**src/rtl/spi_slave_param.sv**
```systemverilog
// SPI slave front-end: receives one {cmd,payload} frame per SS_n assertion. On a read-data
// command it waits (bounded) for tx_data and shifts it out on MISO, MSB first.
module spi_slave_param #(
    parameter int DATA_W         = 8,
    parameter int TX_TIMEOUT     = 16,
    parameter bit CHECK_RD_ORDER = 1'b1
) (
    input  logic              clk,
    input  logic              rst_n,
    input  logic              SS_n,
    input  logic              MOSI,
    input  logic              tx_valid,
    input  logic [DATA_W-1:0] tx_data,
    output logic [DATA_W+1:0] rx_data,
    output logic              rx_valid,
    output logic              MISO,
    output logic              busy,
    output logic              err
);
    localparam int FRAME_W = DATA_W + 2;
    localparam int CNT_W   = $clog2(FRAME_W + 1);
    localparam int TMO_W   = $clog2(TX_TIMEOUT + 1);

    typedef enum logic [2:0] {IDLE, RX, WAIT_TX, TX, DONE} state_t;

    state_t             state_q, state_d;
    logic [CNT_W-1:0]   cnt_q, cnt_d;
    logic [TMO_W-1:0]   tmo_q, tmo_d;
    logic [FRAME_W-2:0] shreg_q, shreg_d;
    logic [FRAME_W-1:0] rx_data_d;
    logic               rx_valid_d, miso_d, busy_d, err_d;
    logic               rd_seen_q, rd_seen_d;

    logic [FRAME_W-1:0] frame;
    logic [1:0]         cmd;
    logic               last_bit, order_bad, tmo_hit, tx_last;

    // The frame is only meaningful on the last RX sample, where MOSI supplies its LSB.
    assign frame     = {shreg_q, MOSI};
    assign cmd       = frame[FRAME_W-1 -: 2];
    assign last_bit  = (cnt_q == CNT_W'(FRAME_W - 1));
    assign order_bad = CHECK_RD_ORDER && (cmd == 2'b11) && !rd_seen_q;
    assign tmo_hit   = (tmo_q == TMO_W'(TX_TIMEOUT - 1));
    assign tx_last   = (cnt_q == CNT_W'(DATA_W));

    always_ff @(posedge clk) begin
        if (!rst_n) state_q <= IDLE;
        else        state_q <= state_d;
    end

    always_comb begin
        state_d = state_q;
        if (SS_n) begin
            state_d = IDLE;
        end else begin
            case (state_q)
                IDLE:    state_d = RX;
                RX:      if (last_bit) state_d = (cmd == 2'b11 && !order_bad) ? WAIT_TX : DONE;
                WAIT_TX: begin
                    if (tx_valid)     state_d = TX;
                    else if (tmo_hit) state_d = DONE;
                end
                TX:      if (tx_last) state_d = DONE;
                DONE:    state_d = DONE;
                default: state_d = IDLE;
            endcase
        end
    end

    always_comb begin
        cnt_d      = cnt_q;
        tmo_d      = tmo_q;
        shreg_d    = shreg_q;
        rx_data_d  = rx_data;
        rd_seen_d  = rd_seen_q;
        rx_valid_d = 1'b0;
        err_d      = 1'b0;
        miso_d     = 1'b0;
        busy_d     = (state_d == WAIT_TX) || (state_d == TX);
        if (SS_n) begin
            // Deselect mid-transaction is an abort; an RX with nothing sampled yet is not.
            cnt_d = '0;
            tmo_d = '0;
            if ((state_q == RX && cnt_q != '0) || state_q == WAIT_TX || state_q == TX)
                err_d = 1'b1;
        end else begin
            case (state_q)
                IDLE: begin
                    cnt_d = '0;
                    tmo_d = '0;
                end
                RX: begin
                    shreg_d = frame[FRAME_W-2:0];
                    cnt_d   = cnt_q + 1'b1;
                    if (last_bit) begin
                        cnt_d = '0;
                        if (order_bad) begin
                            err_d = 1'b1;
                        end else begin
                            rx_data_d  = frame;
                            rx_valid_d = 1'b1;
                            if (cmd == 2'b10)      rd_seen_d = 1'b1;
                            else if (cmd == 2'b11) rd_seen_d = 1'b0;
                        end
                    end
                end
                WAIT_TX: begin
                    if (tx_valid) begin
                        miso_d  = tx_data[DATA_W-1];
                        shreg_d = {1'b0, tx_data[DATA_W-2:0], 1'b0};
                        cnt_d   = CNT_W'(1);
                    end else begin
                        tmo_d = tmo_q + 1'b1;
                        if (tmo_hit) err_d = 1'b1;
                    end
                end
                TX: begin
                    // cnt_q counts bits already driven; the next bit sits at shreg_q[DATA_W-1].
                    if (!tx_last) begin
                        miso_d  = shreg_q[DATA_W-1];
                        shreg_d = {1'b0, shreg_q[DATA_W-2:0], 1'b0};
                        cnt_d   = cnt_q + 1'b1;
                    end else begin
                        cnt_d = '0;
                    end
                end
                default: ;
            endcase
        end
    end

    always_ff @(posedge clk) begin
        if (!rst_n) begin
            cnt_q     <= '0;
            tmo_q     <= '0;
            shreg_q   <= '0;
            rd_seen_q <= 1'b0;
            rx_data   <= '0;
            rx_valid  <= 1'b0;
            MISO      <= 1'b0;
            busy      <= 1'b0;
            err       <= 1'b0;
        end else begin
            cnt_q     <= cnt_d;
            tmo_q     <= tmo_d;
            shreg_q   <= shreg_d;
            rd_seen_q <= rd_seen_d;
            rx_data   <= rx_data_d;
            rx_valid  <= rx_valid_d;
            MISO      <= miso_d;
            busy      <= busy_d;
            err       <= err_d;
        end
    end
endmodule

```
**config.mk**
```make
export PLATFORM = sky130hd
export DESIGN_NAME = spi_slave_param
export DESIGN_NICKNAME = d
export VERILOG_FILES = /design/src/rtl/spi_slave_param.sv
export SDC_FILE = /design/constraint.sdc
export NUM_CORES = 1
export LEC_CHECK = 0
export BUFFER_PORTS_ARGS = -buffer_cell sky130_fd_sc_hd__buf_4
export CORE_ASPECT_RATIO = 1.5
export CORE_MARGIN = 2
export CORE_UTILIZATION = 45
export CTS_CLUSTER_DIAMETER = 100
export DETAILED_ROUTE_END_ITERATION = 6
export PLACE_DENSITY = 0.69
export SLEW_MARGIN = 20
export SYNTH_ARGS = -nofsm -noshare
export SYNTH_HDL_FRONTEND = slang
export SYNTH_SLANG_ARGS = --single-unit
```
**constraint.sdc**
```tcl
create_clock -name clk -period 1.9 [get_ports clk]
set_clock_uncertainty 0.05 [all_clocks]
set_input_delay 0.19 -clock clk [delete_from_list [all_inputs] [get_ports clk]]
set_output_delay 0.19 -clock clk [all_outputs]
set_load 0.05 [all_outputs]
```
=== Yosys cells after proc, flatten, opt, wreduce, memory -nomap -nowiden ===
Index checks and enable logic that the tools add are counted.

* Logic and storage cells: 81
* Flip-flop bits (word level): 36
* Output and inout port bits: 14
* Input bits: 13

* Bitwise operators: 5
* Add/sub/neg operators: 2
* Equal/unequal tests: 14
* Mux-type cells: 29
* Reductions and logical operators: 21

{| class="wikitable"
|+ Operator list
! operator !! number
|-
| $pmux W9 S3 || 1
|-
| $mux W3 || 6
|-
| $mux W9 || 2
|-
| $pmux W4 S4 || 1
|-
| $pmux W3 S5 || 1
|-
| $eq A3 B2 Y1 const B || 4
|-
| $mux W4 || 3
|-
| $mux W1 || 11
|-
| $pmux W5 S2 || 1
|-
| $eq A4 B4 Y1 const B || 2
|-
| $reduce_and A4 Y1 || 2
|-
| $reduce_bool A4 Y1 || 2
|-
| $ne A2 B2 Y1 const B || 3
|-
| $add A5 B1 Y5 const B || 1
|-
| $eq A5 B4 Y1 const B || 1
|-
| $mux W5 || 1
|-
| $not A1 Y1 || 5
|-
| $reduce_and A5 Y1 || 1
|-
| $add A4 B1 Y4 const B || 1
|-
| $eq A2 B2 Y1 const B || 2
|-
| $pmux W1 S2 || 2
|-
| $reduce_and A2 Y1 || 2
|-
| $reduce_bool A2 Y1 || 2
|-
| $reduce_or A4 Y1 || 1
|-
| other kinds (8) || 13
|}

=== Logic depth before layout (Yosys ltp) ===
Gate-level depths: netlist of the first run.

* Word-level depth: 10
* Mapped depth: 7
* Mapped depth without buffers: 7

=== Worst setup path after synthesis of the first run ===
Ideal clock, no wire load.

* Path kind: register to register
* Start point: register cnt_q[0]
* End point: register shreg_q[2]
* Stages on the path, launching flop included: 8
* Clock period less this slack: 1874 ps
* Data arrival time: 1707 ps
* Required time: 1734 ps
* Slack: 26 ps
* Buffers on the path: 1
* Setup time: 116 ps
* Cells stage by stage: dfxtp_1 inv_1 ha_1 and4b_1 a2111oi_4 buf_6 nand2_1 o211a_1

* Word-level cells in the longest chain between the ends: 3

{| class="wikitable"
|+ Ends and longest elaborated chain
! what !! line !! RTL
|-
| start, declared || 27 || <nowiki>logic [CNT_W-1:0] cnt_q, cnt_d;</nowiki>
|-
| start signal, assigned || 144 || <nowiki>cnt_q <= cnt_d;</nowiki>
|-
| $eq A4 B4 Y1 || 44 || <nowiki>assign tx_last = (cnt_q == CNT_W'(DATA_W));</nowiki>
|-
| $ne A2 B2 Y1 (no source line) || - ||
|-
| $reduce_and A4 Y1 (no source line) || - ||
|-
| end signal, assigned || 146 || <nowiki>shreg_q <= shreg_d;</nowiki>
|-
| end, declared || 29 || <nowiki>logic [FRAME_W-2:0] shreg_q, shreg_d;</nowiki>
|}

No other way between the ends.
A chain may end at the register's enable or synchronous reset.

=== Worst setup path in the final report of the first run ===
* Start point: register cnt_q[1]
* End point: register shreg_q[5]

The elaborated chain is that of the path after synthesis.

==> results of run 1 <==
==> metal layers <==
| metal | vias up | share of wire | global-route usage |
|---|---|---|---|
| li1 | 787 | - | - |
| met1 | 732 | 0.43 | 0.2298 |
| met2 | 30 | 0.51 | 0.3202 |
| met3 | 7 | 0.036 | 0.05019 |
| met4 | 0 | 0.018 | 0.08049 |
| met5 | - | 0 | 0 |
==> kinds of logic after synthesis <==
| logic type | Yosys count | synth area share |
|---|---|---|
| flip-flops | 36 | 0.4088 |
| buffers and inverters | 16 | 0.04471 |
| adder cells (fa/ha/maj) | 5 | 0.03549 |
| AO/OA/AOI/OAI | 45 | 0.1902 |
| AND/OR/NAND/NOR | 86 | 0.2697 |
| multiplexers | 9 | 0.05110 |
==> metrics by stage <==
step                      area [um^2]  std cells  worst slack (ns)
after global placement           2073        271            0.1387
after floorplan                  1763        197           0.02636
after global routing             2190        279           0.01392
after CTS                        2185        279           0.05025
final                            2190        279            0.1609
after detailed placement         2073        271           0.08709
==> layout by cell type (no fill, tap or decap), types with 2 or more instances in the layout <==
master,synthesis,routed
nor4_1,2,2
a22oi_1,3,3
nor3_1,2,2
a21boi_0,2,2
o221a_2,2,2
buf_4,0,40
clkbuf_8,0,5
mux2i_1,9,9
o21ai_0,11,11
or3_1,2,2
nand3b_1,4,4
inv_1,6,6
a31oi_1,4,4
nand2_1,25,25
dfxtp_1,36,35
nand3_1,16,16
ha_1,5,5
o211a_1,7,7
nand2b_1,9,9
nor2b_1,3,3
and3_1,2,2
a21oi_1,9,9
nor2_1,9,9
==> report_power, final <==
part / internal (mW) / total, mW / switching [mW] / leakage, nW
clock: 0.388 / 0.672 / 0.284 / 0.0541
sequential: 0.764 / 0.774 / 0.00979 / 0.292
combinational: 0.0506 / 0.103 / 0.0522 / 0.559
total: 1.20 / 1.55 / 0.346 / 0.904
==> registers in the layout, summed over array words and instances (netlist names) <==
register,count
rx_data,10
shreg_q,9
tmo_q,5
cnt_q,4
state_q,3
MISO,1
busy,1
err,1
rd_seen_q,1
rx_valid,1
==> worst register-to-register path, cell delays in order (launching register included) <==
cell       delay [ns]
dfxtp_2          0.36
inv_1            0.06
ha_1             0.19
and4b_1          0.24
a2111oi_4        0.35
buf_4            0.22
nand2_1          0.06
o211a_1          0.12
==> worst max-delay path by stage <==
stage             start    endpoint  slack [ns]  cells past startpoint
5_1_grt        cnt_q[0]  shreg_q[8]        0.01                      7
3_3_place_gp   cnt_q[1]  shreg_q[8]        0.14                      7
4_1_cts        cnt_q[1]  shreg_q[8]        0.05                      7
6_report       cnt_q[1]  shreg_q[5]        0.16                      7
2_1_floorplan  cnt_q[0]  shreg_q[2]        0.03                      7
3_5_place_dp   cnt_q[1]  shreg_q[8]        0.09                      7
==> final cells by class <==
class                           count  area (um^2)  area share
Clock buffer                        5        68.82     0.03143
Timing Repair Buffer               41        311.5      0.1423
Tap cell                           43        53.80     0.02457
Multi-Input combinational cell    145        968.4      0.4423
Inverter                            6        22.52     0.01029
Sequential cell                    36        721.9      0.3297
Clock inverter                      3        42.54     0.01943
==> timing repair <==
| action | CTS | global route |
|---|---|---|
| endpoints found under the setup margin | 0 | 9 |
| buffers inserted | 0 | 0 |
| gates resized for setup | 0 | 2 |
==> run_results.csv, run 1 <==
group,metric,value,unit
clocking,htree_levels,2,
synthesis,ys.flop_type,"dfxtp_1",
setup_path,crit_fanout,8,
global_routing,grt_max_degree,31,
synthesis,ys.warnings.count,0,
sta,relSlewSlack,0.7082,
synthesis,synth_top_area_cell,"dfxtp_1",
clocking,path_clk_slew,0.07,ns
synthesis,synth_edf_count,0,
synthesis,yosysMostFrequentCell,"dfxtp_1",
cells_and_area,syn2layout_area_growth,24.20,%
floorplanning,rows,27,
synthesis,syn_nets,215,
setup_path,rr_startpoint,"cnt_q[1]",
setup_path,cp_slowest_cell,"dfxtp_2",
setup_path,crit_family,"compound AO/OA/AOI/OAI gates",
global_routing,grt_use_total,0.1941,
clocking,cts_tree,"built",
floorplanning,chipWidth,55.11,um
clocking,cts_root_buf,"clkbuf_8",
drt,ant_nets,0,
drt,drc,0,
setup_path,r2r_end,"shreg_q[5]",
sta,drv_slew,0,
global_routing,antenna_found_initial,0,
synthesis,synth_seq_cells,36,
clocking,worstSkewPairLatency,0.29,ns
floorplanning,ioPinCount,27,
global_routing,grt_pass1_wl,6341,um
sta,period_share,0.9153,
synthesis,async_flop_share,0,
run,max-cap-violations,0,
place,place_congestion,0.8123,
setup_path,startpoint_type,"flip-flop",
sta,rsz0062_at_grt,"false",
setup_path,cp_data_arrival_time,1.87,ns
floorplanning,core,3716,um^2
floorplanning,start_util,0.4744,
floorplanning,die_h,80.66,um
drt,drt_wl_total,3690,um
clocking,hold_buffers,0,
synthesis,synth_top_cell_area_share,0.4088,
clocking,clockBufferDepth,2,
setup_path,crit_path_end_kind,"flip-flop",
cells_and_area,diodes,0,
drt,drtPass1Iterations,4,
power_and_ir_drop,p_leak,0.9044,nW
sta,holdWs,0.07713,ns
synthesis,synth.distinct_cells,42,
sta,fin_crit,1.739,ns
sta,tns,0,ns
setup_path,path_buf_inv,2,
power_and_ir_drop,peakVddDrop,0.7000,mV
worst_hold_path,worstHoldPathCells,3,
synthesis,yosys-top-cells-area,"dfxtp_1 (41%), nand2_1 (5.3%), mux2i_1 (5.1%), nand3_1 (4.5%), o211a_1 (4.0%)",
worst_hold_path,hp-class,"input pin to flip-flop",
setup_path,max_stage_delay,0.36,ns
status,status,"completed",
floorplanning,dieArea,4445,um^2
setup_path,path_cells,"inv_1, ha_1, and4b_1, a2111oi_4, buf_4, nand2_1, o211a_1",
place,hpwlAfterDp,2737,um
synthesis,avgSynthCellArea,8.949,um^2
clocking,clock_sinks,36,
synthesis,syn_inst,197,
synthesis,syn_area,1763,um^2
drt,viasPerCell,5.577,
drt,drtIter0Drc,34,
synthesis,synth_common_cells,"dfxtp_1 (36), nand2_1 (25), nand3_1 (16), o21ai_0 (11)",
cells_and_area,final_core_util,0.5892,
sta,hold_viol_final,0,
cells_and_area,fin_nets,253,
setup_path,worstPathRequired,2.04,ns
setup_path,critical_path_class,"flip-flop to flip-flop",
place,io_buffers,26,
global_routing,grt_overflow,0,
setup_path,r2r_cells,7,
setup_path,r2r_setup_slack,0.16,ns
worst_hold_path,min_to,"rx_data[0]",
clocking,cts_buffers,5,
drt,via_count,1556,
power_and_ir_drop,pwr_density_cell,707.4,nW/um^2
power_and_ir_drop,total_power,1.549,mW
cells_and_area,nFillCells,355,
sta,worst_pin_slew,0.4331,ns
sta,setup_violations,0,
global_routing,grt_pass1_vias,1474,
sta,max_freq,0.5750,GHz
synthesis,synth-seq-area-share,0.4088,
worst_hold_path,worstHoldStart,"MOSI",
drt,wl_per_cell,13.23,um
cells_and_area,drive_above_1_share,0.2500,
Power figures use the tool's default switching activity.
==> run 2, diff against run 1 <==
--- a/config.mk
+++ b/config.mk
@@ -7,11 +7,11 @@
 export LEC_CHECK = 0
 export BUFFER_PORTS_ARGS = -buffer_cell sky130_fd_sc_hd__buf_4
 export CORE_ASPECT_RATIO = 1.5
-export CORE_MARGIN = 2
+export CORE_MARGIN = 3
 export CORE_UTILIZATION = 45
 export CTS_CLUSTER_DIAMETER = 100
 export DETAILED_ROUTE_END_ITERATION = 6
-export PLACE_DENSITY = 0.69
+export PLACE_DENSITY = 0.8
 export SLEW_MARGIN = 20
 export SYNTH_ARGS = -nofsm -noshare
 export SYNTH_HDL_FRONTEND = slang
==> constraint.sdc (replaced) <==
create_clock -name clk -period 1.9 [get_ports clk]
set_clock_uncertainty 0.05 [all_clocks]
set_input_delay 0.095 -clock clk [delete_from_list [all_inputs] [get_ports clk]]
set_output_delay 0.095 -clock clk [all_outputs]
set_load 0.05 [all_outputs]
==> run_results.csv, run 2 (same netlist as run 1, synthesis figures left out) <==
group,metric,value,unit
status,status,"completed",
floorplanning,ioPinCount,27,
power_and_ir_drop,total_power,1.407,mW
clocking,clockBufferDepth,2,
cells_and_area,final_core_util,0.5798,
clocking,cts_buffers,5,
global_routing,grt_use_total,0.1682,
power_and_ir_drop,p_leak,0.8923,nW
floorplanning,core,3716,um^2
cells_and_area,syn2layout_area_growth,22.21,%
global_routing,grt_max_degree,32,
floorplanning,die_h,82.66,um
worst_hold_path,hp-class,"input pin to flip-flop",
setup_path,r2r_cells,6,
setup_path,cp_data_arrival_time,1.93,ns
cells_and_area,drive_above_1_share,0.2426,
sta,holdWs,0.07058,ns
cells_and_area,nFillCells,335,
global_routing,grt_overflow,0,
place,place_inst,268,
setup_path,crit_fanout,7,
floorplanning,chipWidth,57.11,um
setup_path,startpoint_type,"flip-flop",
setup_path,worstPathRequired,2.06,ns
cells_and_area,top_regs,"rx_data x10, shreg_q x9, tmo_q x5",
worst_hold_path,worstHoldPathCells,3,
cells_and_area,fin_nets,252,
floorplanning,rows,27,
sta,setup_violations,0,
sta,fin_crit,1.774,ns
drt,via_count,1557,
global_routing,grt_pass1_wl,6285,um
sta,tns,0,ns
cells_and_area,final_common_cell,"buf_4",
sta,worst_pin_slew,0.5156,ns
drt,drt_wl_total,3732,um
sta,period_share,0.9335,
cells_and_area,final_cell_mix,"buf_4 (38), dfxtp_1 (35), nand2_1 (25)",
sta,max_freq,0.5638,GHz
floorplanning,start_util,0.4744,
power_and_ir_drop,peakVddDrop,0.7380,mV
drt,drtPass1Iterations,4,
drt,viasPerCell,5.601,
run,max-cap-violations,0,
global_routing,antenna_found_initial,0,
global_routing,grt_pass1_vias,1455,
sta,relSlewSlack,0.6563,
drt,ant_nets,0,
cells_and_area,post_layout_nonfiller_instances,278,
place,io_buffers,26,
clocking,worstSkewPairLatency,0.28,ns
clocking,cts_root_buf,"clkbuf_8",
clocking,htree_levels,2,
clocking,path_clk_slew,0.08,ns
drt,wl_per_cell,13.42,um
cells_and_area,top_register,"rx_data",
setup_path,critical_path_class,"flip-flop to flip-flop",
cells_and_area,largest_reg_flops,10,
place,hpwlAfterDp,2724,um
sta,rsz0062_at_grt,"false",
setup_path,crit_path_end_kind,"flip-flop",
cells_and_area,diodes,0,
sta,hold_viol_final,0,
floorplanning,dieArea,4720,um^2
sta,drv_slew,0,
drt,drc,0,
drt,drtIter0Drc,32,
power_and_ir_drop,pwr_density_cell,653.0,nW/um^2
place,place_congestion,0.8624,
clocking,cts_tree,"built",
clocking,clock_sinks,36,
## run 2: report_power, final
group / internal [mW] / leakage (nW) / switching [mW]
registers: 0.764 / 0.292 / 0.0114
logic: 0.0478 / 0.553 / 0.0509
clock network: 0.255 / 0.0479 / 0.277
## run 2: cell type report
class,count,area (um^2),area share
well taps,43,53.80,0.02497
clock inverters,3,18.77,0.008711
flip-flops and latches,36,721.9,0.3351
inverters,6,22.52,0.01045
repair buffers,40,300.3,0.1394
multi-input cells,145,968.4,0.4495
clock buffers,5,68.82,0.03194
## run 2: what timing repair did
action,CTS,global route
resized for setup,0,2
endpoints found under the setup margin,0,8
hold buffers,1,0
buffers inserted,0,0
hold endpoints to repair,1,0
## run 2: stage by stage
step           cell area, um^2  setup WS (ns)
2_1_floorplan             1763        0.02636
3_3_place_gp              2051         0.1425
3_5_place_dp              2051        0.07124
4_1_cts                   2148        0.06294
5_1_grt                   2155        0.02588
6_report                  2155         0.1264
## run 2: metal layers
layer | track usage | vias up | share of wire
met5 | 0 | - | 0
met4 | 0.06265 | 0 | 0.010
met3 | 0.03733 | 4 | 0.044
met2 | 0.3169 | 33 | 0.54
met1 | 0.1814 | 737 | 0.41
li1 | - | 783 | -
## run 2: final timing paths
| check | slack (ns) | from | end |
|---|---|---|---|
| worst max-delay path | 0.13 | cnt_q[0] | cnt_q[2] |
| worst min-delay path | 0.07 | tx_data[7] | MISO |
| worst max register to register | 0.13 | cnt_q[0] | cnt_q[2] |
| worst min register to register | 0.40 | rx_data[1] | rx_data[1] |
## run 2: worst max-delay path, cell delays in order (launching register included)
cell	delay, ns
dfxtp_1	0.33
inv_1	0.07
ha_1	0.22
nand3b_1	0.14
a32o_2	0.28
or4b_1	0.46
a31oi_1	0.16
